==> config.mk <==
export PLATFORM = sky130hd
export DESIGN_NAME = sti_sbox_pipe
export DESIGN_NICKNAME = d
export VERILOG_FILES = /design/src/rtl/sti_pkg.sv /design/src/rtl/sti_lane_stage.sv /design/src/rtl/sti_sbox_pipe.sv
export SDC_FILE = /design/constraint.sdc
export NUM_CORES = 2
export LEC_CHECK = 0
export BUFFER_PORTS_ARGS = -buffer_cell sky130_fd_sc_hd__buf_4
export CAP_MARGIN = 0
export CORE_UTILIZATION = 55
export CTS_CLUSTER_SIZE = 30
export DETAILED_ROUTE_END_ITERATION = 6
export HOLD_SLACK_MARGIN = 0.12
export PLACE_DENSITY = 0.75
export SKIP_CTS_REPAIR_TIMING = 1
export SLEW_MARGIN = 20
export SYNTH_ARGS = -nofsm -noshare
export SYNTH_HDL_FRONTEND = slang
export SYNTH_SLANG_ARGS = --single-unit
==> constraint.sdc <==
create_clock -name clk -period 2.53 [get_ports clk]
set_clock_uncertainty 0.05 [all_clocks]
set_input_delay 0.253 -clock clk [delete_from_list [all_inputs] [get_ports clk]]
set_output_delay 0.253 -clock clk [all_outputs]
set_load 0.01 [all_outputs]
==> src/rtl/sti_pkg.sv <==
// sti_pkg: shared types and 3-share component functions for the threshold PRESENT S-box (S = G o F, both quadratic)
package sti_pkg;
  localparam int SBOX_W = 4;
  localparam int SHARES = 3;
  typedef logic [SBOX_W-1:0] sbox_t;
  typedef enum logic {STAGE_F, STAGE_G} stage_e;
  localparam logic [63:0] PRESENT_TT = 64'h2174_8FE3_DA09_B65C;
  function automatic logic q(sbox_t a, sbox_t b, int u, int v);
    return (a[u] & a[v]) ^ (a[u] & b[v]) ^ (b[u] & a[v]);
  endfunction
  // output share i sees only shares i+1 (a) and i+2 (b); c carries the affine constant on share 0
  function automatic sbox_t f_comp(sbox_t a, sbox_t b, logic c);
    return {a[2] ^ a[1] ^ a[0],
            c ^ a[2] ^ a[1],
            c ^ a[3] ^ a[1] ^ q(a, b, 2, 0) ^ q(a, b, 1, 0),
            c ^ a[0] ^ q(a, b, 3, 2) ^ q(a, b, 3, 1) ^ q(a, b, 2, 1)};
  endfunction
  function automatic sbox_t g_comp(sbox_t a, sbox_t b);
    return {a[2] ^ a[1] ^ a[0] ^ q(a, b, 3, 0),
            a[3] ^ q(a, b, 1, 0),
            a[2] ^ a[1] ^ q(a, b, 3, 0),
            a[1] ^ q(a, b, 2, 0)};
  endfunction
endpackage

==> src/rtl/sti_lane_stage.sv <==
// sti_lane_stage: non-complete 3-share combinational component layer (F or G) for one nibble lane
module sti_lane_stage
  import sti_pkg::*;
#(
  parameter stage_e SEL = STAGE_F
) (
  input  logic [SHARES*SBOX_W-1:0] sh,
  output logic [SHARES*SBOX_W-1:0] o
);
  for (genvar s = 0; s < SHARES; s++) begin : g_sh
    localparam int A = SBOX_W * ((s + 1) % SHARES);
    localparam int B = SBOX_W * ((s + 2) % SHARES);
    assign o[SBOX_W*s +: SBOX_W] = SEL == STAGE_F ? f_comp(sh[A +: SBOX_W], sh[B +: SBOX_W], 1'(s == 0))
                                                  : g_comp(sh[A +: SBOX_W], sh[B +: SBOX_W]);
  end
endmodule

==> src/rtl/sti_sbox_pipe.sv <==
// sti_sbox_pipe: two-stage threshold PRESENT S-box over LANES nibbles with remasked F/G boundary register
module sti_sbox_pipe
  import sti_pkg::*;
#(
  parameter int LANES  = 16,
  parameter bit REMASK = 1'b1
) (
  input  logic               clk,
  input  logic               rst,
  input  logic               in_valid,
  output logic               in_ready,
  input  logic [12*LANES-1:0] in_sh,
  input  logic [8*LANES-1:0]  rnd,
  output logic               out_valid,
  input  logic               out_ready,
  output logic [12*LANES-1:0] out_sh,
  output logic               busy
);
  logic v1, v2, adv1, adv2;
  logic [12*LANES-1:0] reg1, reg2, f_out, g_out, mask;
  for (genvar l = 0; l < LANES; l++) begin : g_lane
    sti_lane_stage #(.SEL(STAGE_F)) u_f (.sh(in_sh[12*l +: 12]), .o(f_out[12*l +: 12]));
    sti_lane_stage #(.SEL(STAGE_G)) u_g (.sh(reg1[12*l +: 12]), .o(g_out[12*l +: 12]));
    assign mask[12*l +: 12] = REMASK ? {rnd[8*l+4 +: 4], rnd[8*l+4 +: 4] ^ rnd[8*l +: 4], rnd[8*l +: 4]} : 12'h0;
  end
  assign adv2      = v1 & (~v2 | out_ready);
  assign in_ready  = ~v1 | adv2;
  assign adv1      = in_valid & in_ready;
  assign out_valid = v2;
  assign out_sh    = reg2;
  assign busy      = v1 | v2;
  // data registers move only on their advance strobe so idle cycles never mix shares
  always_ff @(posedge clk) begin
    if (rst) begin
      v1   <= 1'b0;
      v2   <= 1'b0;
      reg1 <= '0;
      reg2 <= '0;
    end else begin
      v1 <= adv1 | (v1 & ~adv2);
      v2 <= adv2 | (v2 & ~out_ready);
      if (adv1) reg1 <= f_out ^ mask;
      if (adv2) reg2 <= g_out;
    end
  end
endmodule

==> results.sh <==
export IMPL_status="finished clean"
export IMPL_ant_nets=0
export IMPL_cp_startpoint="reg1[36]$_SDFFE_PP0P_"
export IMPL_grt_max_degree=131
export IMPL_yosys_area_top_type_share=0.225
export IMPL_reg2regPathDepth=5
export IMPL_clockBufferDepth=3
export IMPL_relSlewSlack=0.435
export IMPL_synthToLayoutAreaGrowth_pct=16.2
export IMPL_fillerInstances=5260
export IMPL_cp_cell_sequence="mux2_2, a22oi_2, xnor2_1, or4_1, nand3_1"
export IMPL_clk_latency_ns=0.56
export IMPL_initial_core_util=0.556
export IMPL_wl_um=88300
export IMPL_io_buffers=518
export IMPL_peakVddDrop_uv=418
export IMPL_setup_violations=0
export IMPL_critPathSlowestCell="dfxtp_1"
export IMPL_firstDrtPassIters=5
export IMPL_yosys_warnings=0
export IMPL_cp_start_kind="flip-flop"
export IMPL_num_rows=91
export IMPL_fin_tns_setup_ns=0
export IMPL_cts_tree="done"
export IMPL_synth_seq_area_share=0.225
export IMPL_post_route_period_util=0.796
export IMPL_fin_nets=4817
export IMPL_fmax_mhz=497
export IMPL_synth_most_common_cell="xnor2_1"
export IMPL_yosysUniqueCellTypes=43
export IMPL_drc=0
export IMPL_worst_setup_path_end_kind="flip-flop"
export IMPL_slowest_delay_ns=0.66
export IMPL_synth_edff_count=0
export IMPL_hold_viol=0
export IMPL_grt_pass1_vias=27094
export IMPL_clkSinkCount=386
export IMPL_core_mm2=0.0617
export IMPL_die_w_um=252
export IMPL_h_tree_depth=2
export IMPL_grt_first_pass_wirelength_um=141000
export IMPL_crit_end="out_sh[47]$_SDFFE_PP0P_"
export IMPL_finalWeightedCongestion=0.915
export IMPL_viasPerCell=5.55
export IMPL_r2r_setup_slack_ns=0.52
export IMPL_slew_violations=0
export IMPL_critPathKind="reg2reg"
export IMPL_worst_pin_slew_ns=0.848
export IMPL_path_clk_slew_ns=0.06
export IMPL_rsz0062_at_grt="no"
export IMPL_synth_area_leaders="dfxtp_1 23%, xnor2_1 19%, mux2_2 7.4%"
export IMPL_die_h_um=252
export IMPL_async_flop_share=0
export IMPL_p_per_area_mw_per_mm2=589
export IMPL_cts_root_buf="clkbuf_16"
export IMPL_synthCells=4170
export IMPL_dieArea_mm2=0.0634
export IMPL_syn_avg_cell_area_um2=8.23
export IMPL_crit_arrival_ns=2.46
export IMPL_cp_required_ns=2.98
export IMPL_via_count=29217
export IMPL_synth_seq_cells=386
export IMPL_yosys_area_top_type="dfxtp_1"
export IMPL_cts_buffers=42
export IMPL_wl_per_cell_um=16.8
export IMPL_hpwl_um=64200
export IMPL_cp_max_fo=15
export IMPL_worstSetupPathDepth=5
export IMPL_io_pins=519
export IMPL_layout_drive_gt1_share=0.215
export IMPL_maxCapViolations=0
export IMPL_antenna_diode_count=0
export IMPL_synth_flop_cell="dfxtp_1"
export IMPL_grt_usage=0.267
export IMPL_r2r_end="out_sh[47]$_SDFFE_PP0P_"
export IMPL_p_leak_uw=0.0154
export IMPL_fin_crit_ns=2.01
export IMPL_drt_iter0_drc=1529
export IMPL_cpLargestDelayFamily="flip-flops"
export IMPL_antenna_found_initial=0
export IMPL_worstReg2RegStart="reg1[36]$_SDFFE_PP0P_"
export IMPL_synth_nets=4590
export IMPL_synth_area_mm2=0.0343
export IMPL_grt_overflow_total=0
export IMPL_synth_common_cells="751 x xnor2_1, 596 x nand2_1, 386 x dfxtp_1"
export IMPL_total_power_uw=23500
export IMPL_hold_path_class="in2reg"
export IMPL_worst_path_buf_inv=0
through the flow:
step           std cells  hold WS [ns]   util  worst slack, ns  instance area (µm²)
2_1_floorplan       4170         0.320      -            0.872                34300
6_report            5268        0.0743  0.646            0.517                39900
4_1_cts             5207        -0.116  0.637            0.522                39300
3_5_place_dp        5129         0.394  0.611            0.567                37700
5_1_grt             5268         0.120  0.646            0.418                39900
3_3_place_gp        5129         0.390  0.611            0.614                37700
state kept, by name (all words and copies together), names as in the netlist:
register,count
out_sh,192
reg1,192
v1,1
out_valid,1
how the worst min path moves through the flow:
stage,from,endpoint,cells past startpoint
global placement,out_sh[190]$_SDFFE_PP0P_,out_sh[190]$_SDFFE_PP0P_,2
CTS,in_valid,v1$_SDFF_PP0_,3
global route,rnd[11],reg1[19]$_SDFFE_PP0P_,4
detailed placement,out_sh[132]$_SDFFE_PP0P_,out_sh[132]$_SDFFE_PP0P_,2
finish,rnd[19],reg1[31]$_SDFFE_PP0P_,4
floorplan,in_valid,v1$_SDFF_PP0_,2
logic make-up (layout without fill, tap and decap cells):
group                    count (synthesis)  count (layout)  share of synthesized area
XOR/XNOR                               898             898                      0.248
multiplexers                           289             289                     0.0976
buffers and inverters                  443             704                     0.0617
adder cells (fa/ha/maj)                 96              96                     0.0350
AND/OR/NAND/NOR                       1385            1385                      0.195
flip-flops                             386             386                      0.225
AO/OA/AOI/OAI                          673             673                      0.138
where the power goes:
group	internal [µW]	switching, µW
clock network	4240	2580
registers	6740	1290
logic	4700	3960
total	15700	7830
cell usage in the layout (no fill, tap or decap), types with 17 or more instances in the layout:
master         netlist  final
a211oi_1           111    111
nand2b_1           192    191
buf_4                4    547
dfxtp_1            386    386
o21ai_0             33     33
mux2_4              31     31
a21oi_1            275    275
dlygate4sd3_1        0     61
xnor2_1            751    751
nor2_1             311    311
xor2_1              99     99
a32oi_1             93     93
a22oi_2             41     41
nand4b_1            47     47
nand2_1            596    595
clkbuf_16            0     45
nor2b_1             32     31
or4_1               47     47
nand3b_1            47     47
nand3_1             47     47
ha_1                96     96
mux2i_1             17     17
mux2_2             227    227
a22oi_1             87     87
xnor3_1             48     48
cell type report:
cell class	count	area [µm²]	area share
inverter	1	3.75	0.0000941
multi-input combinational	3341	24500	0.615
timing repair buffer	625	5050	0.127
clock inverter	19	308	0.00772
tap	837	1050	0.0263
clock buffer	59	1240	0.0311
sequential	386	7730	0.194
worst reg2reg max path, delay by kind of cell, from the launching register on:
family / cells / cell delay [ns]
flops: 1 / 0.66
simple gates: 2 / 0.51
mux: 1 / 0.41
compound gates: 1 / 0.19
xor+xnor: 1 / 0.13
per-layer routing:
layer  vias up  track usage  wire length [µm]  part of all wire
met5         -            0                 0                 0
met4         0       0.0826              2340             0.026
met3       132       0.0499              4850             0.055
met2       628        0.448             42100              0.48
met1     13797        0.346             39000              0.44
li1      14660            -                 -                 -
(Power assumes the default switching activity.)
